==> src/rtl/fp_sort_sequencer.sv <==
// Sequenced N-entry float sorter: load a burst, bubble-sort it through one shared
// fp_sorter compare/swap unit, then stream the result out largest first.

package float_pkg;
  typedef struct packed {
    logic        sign;
    logic [7:0]  exponent;
    logic [22:0] mantissa;
  } float;
endpackage

// Combinational compare/swap on IEEE-754 singles using a sign-magnitude to
// unsigned key mapping, so -0 orders below +0 and positive NaNs sort highest.
module fp_sorter (
  input  float_pkg::float a,
  input  float_pkg::float b,
  output float_pkg::float bign,
  output float_pkg::float smalln
);
  logic [31:0] raw_a, raw_b, key_a, key_b;

  assign raw_a = a;
  assign raw_b = b;

  always_comb begin
    key_a = a.sign ? ~raw_a : (raw_a | 32'h8000_0000);
    key_b = b.sign ? ~raw_b : (raw_b | 32'h8000_0000);
    if (key_a >= key_b) begin
      bign   = a;
      smalln = b;
    end else begin
      bign   = b;
      smalln = a;
    end
  end
endmodule

module fp_sort_sequencer #(
  parameter int N    = 8,
  parameter int IDXW = $clog2(N)
) (
  input  logic            clk,
  input  logic            reset,
  input  float_pkg::float in_data,
  input  logic            in_valid,
  output logic            in_ready,
  output float_pkg::float out_data,
  output logic            out_valid,
  input  logic            out_ready,
  output logic            busy
);
  typedef enum logic [1:0] {LOAD, SORT, OUTPUT} state_t;

  localparam logic [IDXW-1:0] LAST_IDX = IDXW'(N - 1);
  localparam logic [IDXW-1:0] LAST_CMP = IDXW'(N - 2);

  state_t          state;
  float_pkg::float mem [N];
  logic [IDXW-1:0] wr_idx, rd_idx, cmp_idx, pass, cmp_nxt;
  float_pkg::float bign, smalln;

  assign cmp_nxt  = cmp_idx + IDXW'(1);
  assign out_data = mem[rd_idx];

  fp_sorter u_sorter (
    .a      (mem[cmp_idx]),
    .b      (mem[cmp_nxt]),
    .bign   (bign),
    .smalln (smalln)
  );

  // Fixed (N-1) passes of N-1 compares each; no early exit so latency is constant.
  always_ff @(posedge clk) begin
    if (reset) begin
      state     <= LOAD;
      in_ready  <= 1'b1;
      out_valid <= 1'b0;
      busy      <= 1'b0;
      wr_idx    <= '0;
      rd_idx    <= '0;
      cmp_idx   <= '0;
      pass      <= '0;
      for (int i = 0; i < N; i++) mem[i] <= '0;
    end else begin
      case (state)
        LOAD: begin
          if (in_valid && in_ready) begin
            mem[wr_idx] <= in_data;
            if (wr_idx == LAST_IDX) begin
              wr_idx   <= '0;
              state    <= SORT;
              in_ready <= 1'b0;
              busy     <= 1'b1;
            end else begin
              wr_idx <= wr_idx + IDXW'(1);
            end
          end
        end
        SORT: begin
          mem[cmp_idx] <= bign;
          mem[cmp_nxt] <= smalln;
          if (cmp_idx == LAST_CMP) begin
            cmp_idx <= '0;
            if (pass == LAST_CMP) begin
              pass      <= '0;
              state     <= OUTPUT;
              busy      <= 1'b0;
              out_valid <= 1'b1;
            end else begin
              pass <= pass + IDXW'(1);
            end
          end else begin
            cmp_idx <= cmp_nxt;
          end
        end
        OUTPUT: begin
          if (out_valid && out_ready) begin
            if (rd_idx == LAST_IDX) begin
              rd_idx    <= '0;
              state     <= LOAD;
              out_valid <= 1'b0;
              in_ready  <= 1'b1;
            end else begin
              rd_idx <= rd_idx + IDXW'(1);
            end
          end
        end
        default: state <= LOAD;
      endcase
    end
  end
endmodule

==> config.mk <==
export PLATFORM = sky130hd
export DESIGN_NAME = fp_sort_sequencer
export DESIGN_NICKNAME = d
export VERILOG_FILES = /design/src/rtl/fp_sort_sequencer.sv
export SDC_FILE = /design/constraint.sdc
export NUM_CORES = 1
export LEC_CHECK = 0
export ABC_AREA = 1
export CAP_MARGIN = 30
export CELL_PAD_IN_SITES_DETAIL_PLACEMENT = 2
export CELL_PAD_IN_SITES_GLOBAL_PLACEMENT = 2
export CORE_AREA = 2 2 251 352
export DETAILED_ROUTE_END_ITERATION = 7
export DIE_AREA = 0 0 253 354
export DONT_BUFFER_PORTS = 1
export GPL_TIMING_DRIVEN = 0
export PLACE_DENSITY = 0.54
export RECOVER_POWER = 100
export SYNTH_ARGS = -nofsm -noshare
export SYNTH_HDL_FRONTEND = slang
export SYNTH_SLANG_ARGS = --single-unit
==> constraint.sdc <==
create_clock -name clk -period 11.4 [get_ports clk]
set_clock_uncertainty 0.2 [all_clocks]
set_input_delay 0.57 -clock clk [delete_from_list [all_inputs] [get_ports clk]]
set_output_delay 0.57 -clock clk [all_outputs]
set_load 0.02 [all_outputs]
==> impl_metrics.json, run 1 <==
{
  "run_status": "finished, violations left",
  "violations": "capacitance limit, slew limit",
  "tightest_slew_ns": 3.206,
  "clk_pin_slew_ns": 0.06,
  "netlist_area_mm2": 0.02141,
  "cts_tree": "done",
  "cts-hold-fix-buffers": 0,
  "finalNonFillerCells": 4264,
  "slew_headroom": -1.137,
  "route.detailed.wl_per_inst_um": 36.13,
  "grt_usage": 0.3392,
  "grt_max_degree": 33,
  "crit_path_start_kind": "register",
  "drt_iter0_drc": 1988,
  "fmax_mhz": 104.3,
  "drc": 0,
  "hold_violations": 0,
  "setup_viol": 0,
  "dr_total_vias": 24680,
  "viasPerCell": 5.788,
  "globalplace.congestion": 0.9408,
  "totalWireLength_mm": 154.1,
  "path_depth": 24,
  "cp_data_arrival_time_ns": 9.74,
  "clk_path_buf_depth": 3,
  "grt_antenna_before_repair": 5,
  "rows": 128,
  "worstPathCellList": "clkbuf_1 > inv_1 > clkbuf_1 > clkbuf_1 > ha_1 > inv_1 > nand2_1 > clkbuf_1 > o22ai_1 > nor2_2 > xor2_1 > ha_1 > a21o_1 > nor2_1 > nand2_1 > nor2_1 > nand2_1 > nand2_1 > nand2_1 > inv_1 > clkbuf_1 > nand2_1 > nand3_1 > nand2_1",
  "ios": 71,
  "p_seq_frac": 0.154,
  "start_util": 0.2476,
  "numCtsBuffers": 37,
  "ys_types": 45,
  "required_ns": 11.55,
  "crit_path_top_delay_cell": "clkbuf_1",
  "pwr-share-clk": 0.128,
  "grt-ovfl-total": 0,
  "yosysTopAreaCell": "edfxtp_1",
  "cts_sinks": 279,
  "grt_pass1_wl_mm": 208.5,
  "synth_top_area_frac": 0.3591,
  "synthFlopType": "edfxtp_1",
  "cts-resized-gates": 0,
  "period_share": 0.8412,
  "path_common_cell": "nand2_1",
  "ys_seq_area_frac": 0.3806,
  "ant_nets": 0,
  "cts_root_buf": "clkbuf_16",
  "synth-edff-count": 256,
  "post-cts-setup-buffer-count": 0,
  "setup_tns_ns": 0,
  "r2r_cells": 24,
  "die_h_um": 354,
  "crit_type": "reg2reg",
  "whs_ns": 0.08589,
  "powerDensity_mw_per_mm2": 401.4,
  "fp.coreArea_mm2": 0.08648,
  "cp_max_fo": 10,
  "ys_warn_count": 0,
  "max-vdd-ir-drop_v": 0.0002612,
  "synth_nets": 3121,
  "rsz0062_at_grt": "false",
  "p_leak_nw": 10.38,
  "dp_hpwl_mm": 110.0,
  "hp-class": "in2reg",
  "syn_to_final_growth_pct": 14.76,
  "maxCapViolations": 10,
  "p_switching_mw": 6.189,
  "final_nets": 3206,
  "synth-seq-cells": 279,
  "die_w_um": 253,
  "share_comb_of_total_power": 0.718,
  "cts.htree.levels": 2,
  "synthMostInstantiatedCell": "nand2_1",
  "worstSkewPairLatency_ns": 0.61,
  "synth-async-reset-ratio": 0,
  "first_global_vias": 26140,
  "crit_family": "buffers and inverters",
  "p_int_mw": 3.672,
  "critical_path_buf_inv_count": 8,
  "end_kind": "register",
  "hold_depth": 2,
  "die_area_mm2": 0.08956,
  "fin_crit_ns": 9.589,
  "p_sw_frac": 0.6276,
  "synthCells": 3047,
  "synthTopCellsByArea": "edfxtp_1 36%, nand2_1 16%, o21ai_0 8.8%",
  "slew_viol_final": 237,
  "dp.cells": 4195,
  "synth_common_cells": "910 x nand2_1, 375 x o21ai_0, 317 x nand3_1, 256 x edfxtp_1, 232 x nor2_1",
  "first_pass_iters": 6,
  "drive_gt1_frac": 0.08613,
  "fillers": 10340,
  "cpPeakStageDelay_ns": 1.15,
  "avgSynthCellArea_um2": 7.026,
  "portBuffers": 0
}
-- area by class of cell --
type / instances / area, um2 / area share
Antenna cell: 1 / 2.502 / 0.0001018
Buffer: 210 / 964.7 / 0.03926
Clock buffer: 50 / 1080 / 0.04395
Clock inverter: 15 / 131.4 / 0.005347
Inverter: 154 / 578.1 / 0.02353
Multi-Input combinational cell: 2404 / 11670 / 0.4748
Sequential cell: 279 / 8148 / 0.3316
Tap cell: 1105 / 1383 / 0.05627
Timing Repair Buffer: 46 / 616.8 / 0.02511
-- stage by stage --
| step | power (mW) | utilization | area [um2] | setup slack [ns] |
|---|---|---|---|---|
| after CTS | 9.750 | 0.2857 | 24700 | 3.756 |
| after global routing | 10.33 | 0.2841 | 24570 | 1.771 |
| after detailed placement | 8.473 | 0.2717 | 23490 | 3.789 |
| after global placement | 8.123 | 0.2635 | 22790 | 3.892 |
| final | 9.862 | 0.2841 | 24570 | 1.811 |
| after floorplan | 5.407 | - | 21410 | 7.104 |
-- logic make-up after synthesis --
group                      after synthesis  synth area share
AOI/OAI and AO/OA                      719            0.1775
xor gates and xnor gates                64           0.02688
adders and majority gates               38           0.02221
buffers and inverters                  364           0.07276
DFF                                    279            0.3806
muxes                                   35           0.01636
and+or+nand+nor                       1548            0.3037
-- final timing paths --
kind / endpoint / from / slack [ns]
worst min register to register: pass[2]$_SDFFE_PP0P_ / pass[2]$_SDFFE_PP0P_ / 0.26
worst max register to register: mem[5][5]$_DFFE_PP_ / cmp_idx[0]$_SDFFE_PP0P_ / 1.81
worst max-delay path: mem[5][5]$_DFFE_PP_ / cmp_idx[0]$_SDFFE_PP0P_ / 1.81
worst min-delay path: rd_idx[0]$_SDFFE_PP0P_ / out_ready / 0.09
-- registers in the layout, summed over array words and instances, names as in the netlist, named ones only --
signal / flops
state: 2
mem: 256
rd_idx: 3
wr_idx: 3
out_valid: 1
pass: 3
in_ready: 1
busy: 1
cmp_idx: 3
-- cell usage in the layout (no fill, tap or decap), drive strengths merged, types with 9 or more instances in the layout --
| cell | synthesis | final |
|---|---|---|
| nor2 | 268 | 268 |
| o211ai | 34 | 34 |
| xnor2 | 32 | 32 |
| xor2 | 32 | 32 |
| edfxtp | 256 | 256 |
| o22ai | 13 | 13 |
| mux2i | 35 | 35 |
| clkbuf | 96 | 159 |
| a21oi | 206 | 206 |
| ha | 38 | 38 |
| a31oi | 34 | 34 |
| buf | 114 | 147 |
| clkinv | 0 | 9 |
| nand2 | 946 | 946 |
| o21ai | 419 | 419 |
| inv | 154 | 157 |
| nand3 | 322 | 322 |
| dfxtp | 23 | 23 |
-- metal layers --
layer,global-route usage,vias to the layer above,routed length (um)
li1,-,10510,-
met1,0.3887,12690,59180
met2,0.5827,1025,73980
met3,0.04801,444,8304
met4,0.2299,2,12550
met5,0,-,35
-- power by group through the flow --
stage | clock, mW | combinational (mW) | sequential (mW)
6_report | 1.26 | 7.08 | 1.52
5_1_grt | 1.30 | 7.49 | 1.54
4_1_cts | 1.27 | 6.97 | 1.51
3_5_place_dp | 0 | 6.94 | 1.53
3_3_place_gp | 0 | 6.59 | 1.53
2_1_floorplan | 0 | 3.94 | 1.47
(Power assumes the default switching activity.)
==> run 2: changes to the inputs <==
--- a/config.mk
+++ b/config.mk
@@ -5,16 +5,16 @@
 export SDC_FILE = /design/constraint.sdc
 export NUM_CORES = 1
 export LEC_CHECK = 0
-export ABC_AREA = 1
+export ABC_AREA = 0
 export CAP_MARGIN = 30
 export CELL_PAD_IN_SITES_DETAIL_PLACEMENT = 2
 export CELL_PAD_IN_SITES_GLOBAL_PLACEMENT = 2
-export CORE_AREA = 2 2 251 352
+export CORE_AREA = 2 2 244 342
 export DETAILED_ROUTE_END_ITERATION = 7
-export DIE_AREA = 0 0 253 354
+export DIE_AREA = 0 0 246 344
 export DONT_BUFFER_PORTS = 1
 export GPL_TIMING_DRIVEN = 0
-export PLACE_DENSITY = 0.54
+export PLACE_DENSITY = 0.47
 export RECOVER_POWER = 100
 export SYNTH_ARGS = -nofsm -noshare
 export SYNTH_HDL_FRONTEND = slang
==> constraint.sdc (replaced) <==
create_clock -name clk -period 9.7 [get_ports clk]
set_clock_uncertainty 0.2 [all_clocks]
set_input_delay 0.485 -clock clk [delete_from_list [all_inputs] [get_ports clk]]
set_output_delay 0.485 -clock clk [all_outputs]
set_load 0.02 [all_outputs]
==> impl_metrics.json, run 2 <==
{
  "cp_data_arrival_time_ns": 8.75,
  "muxShareOfSynthArea": 0.2538,
  "run_status": "finished, violations left",
  "synthTopCellsByArea": "edfxtp_1 38%, mux4_2 14%, o221ai_1 11%",
  "die_area_mm2": 0.08462,
  "synth-edff-count": 256,
  "grt_antenna_before_repair": 4,
  "hold_depth": 2,
  "whs_ns": 0.04393,
  "cts_sinks": 279,
  "synth_top_family_by_area": "multiplexers",
  "clk_path_buf_depth": 3,
  "largest_reg_flops": 256,
  "crit_path_start_kind": "register",
  "worstSkewPairLatency_ns": 0.59,
  "drive_gt1_frac": 0.1676,
  "r2r_cells": 21,
  "die_h_um": 344,
  "gr-usage-met2": 0.4572,
  "dp_hpwl_mm": 75.98,
  "maxCapViolations": 11,
  "whs_endpoint": "state[0]$_SDFFE_PP0P_",
  "period_share": 0.8949,
  "use_met3": 0.03704,
  "crit_type": "reg2reg",
  "cts_root_buf": "clkbuf_16",
  "max-vdd-ir-drop_v": 0.0001042,
  "synth_fa_ha_area_frac": 0.02349,
  "synth_compound_area_frac": 0.1494,
  "hp-class": "in2reg",
  "netlist_area_mm2": 0.02024,
  "cts_tree": "done",
  "rsz0062_at_grt": "false",
  "final_nets": 1935,
  "cp_max_fo": 10,
  "die_w_um": 246,
  "ys_types": 51,
  "globalplace.congestion": 0.8227,
  "rows": 124,
  "first_pass_iters": 4,
  "fmax_mhz": 115.2,
  "rrSetupSlack_ns": 1.02,
  "violations": "capacitance limit, slew limit",
  "synth-async-reset-ratio": 0,
  "fin_crit_ns": 8.680,
  "setup_tns_ns": 0,
  "synth-seq-cells": 279,
  "slew_headroom": -0.8329,
  "grt_use_met1": 0.3090,
  "ant_nets": 0,
  "yosysTopAreaCell": "edfxtp_1",
  "r2r_start": "cmp_idx[0]$_SDFFE_PP0P_",
  "grt.busiest_layer": "met2",
  "synth_nets": 1838,
  "first_global_vias": 19220,
  "drt_iter0_drc": 1462,
  "p_leak_nw": 7.090,
  "synthFlopType": "edfxtp_1",
  "worst_slack_ns": 1.020,
  "final_common_cell": "nand2_1",
  "tightest_slew_ns": 2.749,
  "r2r_end": "mem[1][30]$_DFFE_PP_",
  "synthMostInstantiatedCell": "nand2_1",
  "required_ns": 9.77,
  "portBuffers": 0,
  "max_flop_register": "mem",
  "synth_top_area_frac": 0.3799,
  "end_kind": "register",
  "hp-start": "in_valid",
  "drc": 0,
  "start_util": 0.2484,
  "mostFrequentLayoutCells": "269 x nand2_1, 256 x edfxtp_1, 248 x o221ai_1",
  "grt-ovfl-total": 0,
  "grt_pass1_wl_mm": 153.8,
  "clk_pin_slew_ns": 0.06,
  "totalWireLength_mm": 110.7,
  "dp_slack_ns": 1.504,
  "fillers": 8812,
  "synth_xor_area_frac": 0.02813,
  "cts.htree.levels": 2,
  "dr_total_vias": 17390,
  "synth_common_cells": "269 x nand2_1, 256 x edfxtp_1, 248 x o221ai_1, 177 x mux2i_1, 128 x mux4_2",
  "ys_warn_count": 0,
  "yosys.area_share.simple": 0.09849,
  "synthCells": 1764,
  "slew_viol_final": 233,
  "syn_to_final_growth_pct": 15.91,
  "viasPerCell": 5.878,
  "ys_seq_area_frac": 0.4026,
  "grt_usage": 0.2616,
  "ios": 71,
  "numCtsBuffers": 36,
  "route.detailed.wl_per_inst_um": 37.41,
  "avgSynthCellArea_um2": 11.47,
  "fp.coreArea_mm2": 0.08145,
  "grt_max_degree": 33,
  "setup_viol": 0,
  "hold_violations": 0,
  "powerDensity_mw_per_mm2": 137.0
}
[run 2: how the worst max path moves through the flow]
stage	startpoint	endpoint	slack, ns
detailed placement	cmp_idx[0]$_SDFFE_PP0P_	mem[1][30]$_DFFE_PP_	1.50
finish	cmp_idx[0]$_SDFFE_PP0P_	mem[1][30]$_DFFE_PP_	1.02
floorplan	cmp_idx[0]$_SDFFE_PP0P_	mem[4][21]$_DFFE_PP_	4.65
global route	cmp_idx[0]$_SDFFE_PP0P_	mem[3][30]$_DFFE_PP_	0.66
global placement	cmp_idx[0]$_SDFFE_PP0P_	mem[0][30]$_DFFE_PP_	1.12
CTS	cmp_idx[0]$_SDFFE_PP0P_	mem[1][30]$_DFFE_PP_	1.47
[run 2: critical path: stages (launching register included)]
cell and delay [ns]:
dfxtp_1 0.34, clkbuf_1 0.46, inv_1 0.22, ha_1 0.33, clkbuf_1 0.28, nand2b_1 0.16
clkbuf_1 0.52, clkbuf_1 0.68, buf_16 0.23, o22ai_1 0.10, nor2_1 0.64, xnor2_1 0.16
ha_1 0.30, and3_1 0.18, o211ai_1 0.10, o211ai_1 0.44, a21oi_1 0.21, o21ai_0 0.97
buf_2 0.44, mux2i_1 0.64, buf_2 0.48, o221ai_1 0.23
[run 2: stage by stage]
step                area, um2  power [mW]  utilization  std cells
floorplan               20240       1.724            -       1764
global placement        21580       1.881       0.2649       2835
detailed placement      22440       1.902       0.2755       2887
CTS                     23550       3.243       0.2891       2951
global route            23450       3.310       0.2879       2956
finish                  23460       3.214       0.2880       2958
[run 2: cell type report]
type	instances	area (um2)	area share
inverters	4	15.01	0.0006401
multi-input cells	1279	11190	0.4768
plain buffers	202	889.6	0.03792
repair buffers	59	790.8	0.03371
diodes	2	5.005	0.0002134
well taps	1071	1340	0.05713
flip-flops and latches	279	8148	0.3473
clock inverters	16	123.9	0.005281
clock buffers	46	959.7	0.04091
[run 2: power by group]
part,internal [mW],switching (mW)
registers,1.37,0.0409
clock network,0.749,0.596
logic,0.156,0.298
total,2.28,0.935
[run 2: repair_timing]
item | in CTS | in global routing
buffers inserted | 0 | 0
resized for setup | 0 | 0
setup endpoints to repair | 0 | 0
endpoints found under the hold margin | 2 | 0
hold buffers | 2 | 0
[run 2: per-layer routing]
| layer | vias to the layer above | share of wire |
|---|---|---|
| li1 | 7309 | - |
| met1 | 9179 | 0.39 |
| met2 | 608 | 0.50 |
| met3 | 287 | 0.047 |
| met4 | 4 | 0.060 |
| met5 | - | 0.00023 |
[run 2: cell families after synthesis]
logic type | after synthesis
AO/OA/AOI/OAI | 375
adder cells (fa/ha/maj) | 38
AND/OR/NAND/NOR | 455
XOR/XNOR | 65
buffers and inverters | 206
multiplexers | 346
flip-flops | 279
==> run 3: changes to the inputs <==
--- a/config.mk
+++ b/config.mk
@@ -7,14 +7,12 @@
 export LEC_CHECK = 0
 export ABC_AREA = 0
 export CAP_MARGIN = 30
-export CELL_PAD_IN_SITES_DETAIL_PLACEMENT = 2
-export CELL_PAD_IN_SITES_GLOBAL_PLACEMENT = 2
 export CORE_AREA = 2 2 244 342
 export DETAILED_ROUTE_END_ITERATION = 7
 export DIE_AREA = 0 0 246 344
 export DONT_BUFFER_PORTS = 1
 export GPL_TIMING_DRIVEN = 0
-export PLACE_DENSITY = 0.47
+export PLACE_DENSITY = 0.35
 export RECOVER_POWER = 100
 export SYNTH_ARGS = -nofsm -noshare
 export SYNTH_HDL_FRONTEND = slang
==> impl_metrics.json, run 3 (synthesis results as in run 2) <==
{
  "worstSkewPairLatency_ns": 0.58,
  "route.detailed.wl_per_inst_um": 34.22,
  "final_common_cell": "nand2_1",
  "fmax_mhz": 115.8,
  "largest_reg_flops": 256,
  "whs_ns": 0.04798,
  "cp_data_arrival_time_ns": 8.72,
  "hp-class": "in2reg",
  "die_h_um": 344,
  "hold_violations": 0,
  "grt_antenna_before_repair": 3,
  "post-cts-setup-buffer-count": 0,
  "cts-resized-gates": 0,
  "p_leak_nw": 7.014,
  "clk_pin_slew_ns": 0.06,
  "ios": 71,
  "cts.htree.levels": 2,
  "maxCapViolations": 15,
  "totalWireLength_mm": 100.9,
  "power_mw": 3.276,
  "violations": "capacitance limit, slew limit",
  "grt-ovfl-total": 0,
  "cp_max_fo": 11,
  "clk_path_buf_depth": 3,
  "final_nets": 1927,
  "grt_usage": 0.2353,
  "required_ns": 9.78,
  "syn_to_final_growth_pct": 15.36,
  "slew_viol_final": 248,
  "die_area_mm2": 0.08462,
  "ant_nets": 0,
  "setup_viol": 0,
  "mostFrequentLayoutCells": "269 x nand2_1, 256 x edfxtp_1, 248 x o221ai_1",
  "cts_root_buf": "clkbuf_16",
  "run_status": "finished, violations left",
  "drive_gt1_frac": 0.1594,
  "end_kind": "register",
  "viasPerCell": 5.799,
  "grt_max_degree": 33,
  "drc": 0,
  "crit_type": "reg2reg",
  "drt_iter0_drc": 1623,
  "rsz0062_at_grt": "false",
  "powerDensity_mw_per_mm2": 140.3,
  "period_share": 0.8906,
  "cts_tree": "done",
  "max_flop_register": "mem",
  "dp_hpwl_mm": 69.79,
  "die_w_um": 246,
  "grt_pass1_wl_mm": 138.3,
  "tightest_slew_ns": 2.751,
  "cts_sinks": 279,
  "portBuffers": 0,
  "slew_headroom": -0.8340,
  "setup_tns_ns": 0,
  "first_global_vias": 17720,
  "crit_path_start_kind": "register",
  "dr_total_vias": 17110,
  "max-vdd-ir-drop_v": 0.00009828,
  "fin_crit_ns": 8.639,
  "fp.coreArea_mm2": 0.08145,
  "first_pass_iters": 6,
  "globalplace.congestion": 0.8557,
  "rows": 124,
  "start_util": 0.2484,
  "numCtsBuffers": 34
}
==> run 3: cell types whose count changed in the layout (fill, tap and decap cells not counted), sizes merged <==
cell / previous run / this run
buf: 142 / 127
inv: 4 / 5
clkinv: 14 / 10
diode: 2 / 3
bufinv: 2 / 7
clkinvlp: 0 / 1
clkbuf: 163 / 166
==> run 3: worst paths after layout <==
kind,start,endpoint,slack (ns),cells past startpoint
min,in_valid,state[0]$_SDFFE_PP0P_,0.05,2
min reg2reg,pass[2]$_SDFFE_PP0P_,pass[2]$_SDFFE_PP0P_,0.31,1
max reg2reg,cmp_idx[0]$_SDFFE_PP0P_,mem[1][8]$_DFFE_PP_,1.06,20
max,cmp_idx[0]$_SDFFE_PP0P_,mem[1][8]$_DFFE_PP_,1.06,20
==> run 3: layer usage <==
| metal | part of all wire | GRT usage | wire (um) | up-vias |
|---|---|---|---|---|
| met3 | 0.062 | 0.03704 | 6309 | 211 |
| met1 | 0.37 | 0.2657 | 37020 | 8750 |
| li1 | - | - | - | 7305 |
| met4 | 0.048 | 0.1040 | 4859 | 2 |
| met2 | 0.52 | 0.4333 | 52740 | 838 |
| met5 | 0.00013 | 0 | 13 | - |
==> run 3: area by class of cell <==
class / count / area, um2
Clock inverter: 19 / 270.3
Inverter: 4 / 15.01
Timing Repair Buffer: 53 / 641.9
Multi-Input combinational cell: 1279 / 11170
Tap cell: 1071 / 1340
Antenna cell: 3 / 7.507
Fill cell: 8434 / 58110
Buffer: 202 / 853.3
Clock buffer: 40 / 894.6
Sequential cell: 279 / 8148
==> run 3: metrics by stage <==
stage | setup slack (ns) | std cells | utilization | area, um2
6_report | 1.061 | 2950 | 0.2866 | 23340
5_1_grt | 0.9581 | 2949 | 0.2866 | 23340
4_1_cts | 2.018 | 2946 | 0.2893 | 23560
3_5_place_dp | 2.044 | 2885 | 0.2747 | 22380
3_3_place_gp | 1.369 | 2835 | 0.2649 | 21580
2_1_floorplan | 4.654 | 1764 | - | 20240
==> run 3: worst max-delay path, stage by stage, from the launching register on <==
cell and delay (ns):
dfxtp_1 0.33, clkbuf_1 0.33, inv_1 0.18, ha_1 0.31, clkbuf_1 0.28, nand2b_1 0.16
clkbuf_1 0.49, clkbuf_1 1.18, o22ai_1 0.25, nor2_1 0.66, xnor2_1 0.15, ha_1 0.33
and3_1 0.18, o211ai_1 0.09, o211ai_1 0.52, a21oi_1 0.26, o21ai_2 0.45, clkbuf_1 0.55
mux2i_1 0.71, buf_2 0.51, o221ai_1 0.22
==> run 3: timing repair <==
item,in CTS,in global routing
endpoints found under the hold margin,2,0
endpoints found under the setup margin,0,0
hold buffers,2,0
==> run 3: power by group <==
group          total (mW)  leakage (nW)  internal [mW]  switching (mW)
clock                1.42         0.568          0.845           0.577
combinational       0.441          3.61          0.154           0.287
sequential           1.41          2.84           1.37          0.0401
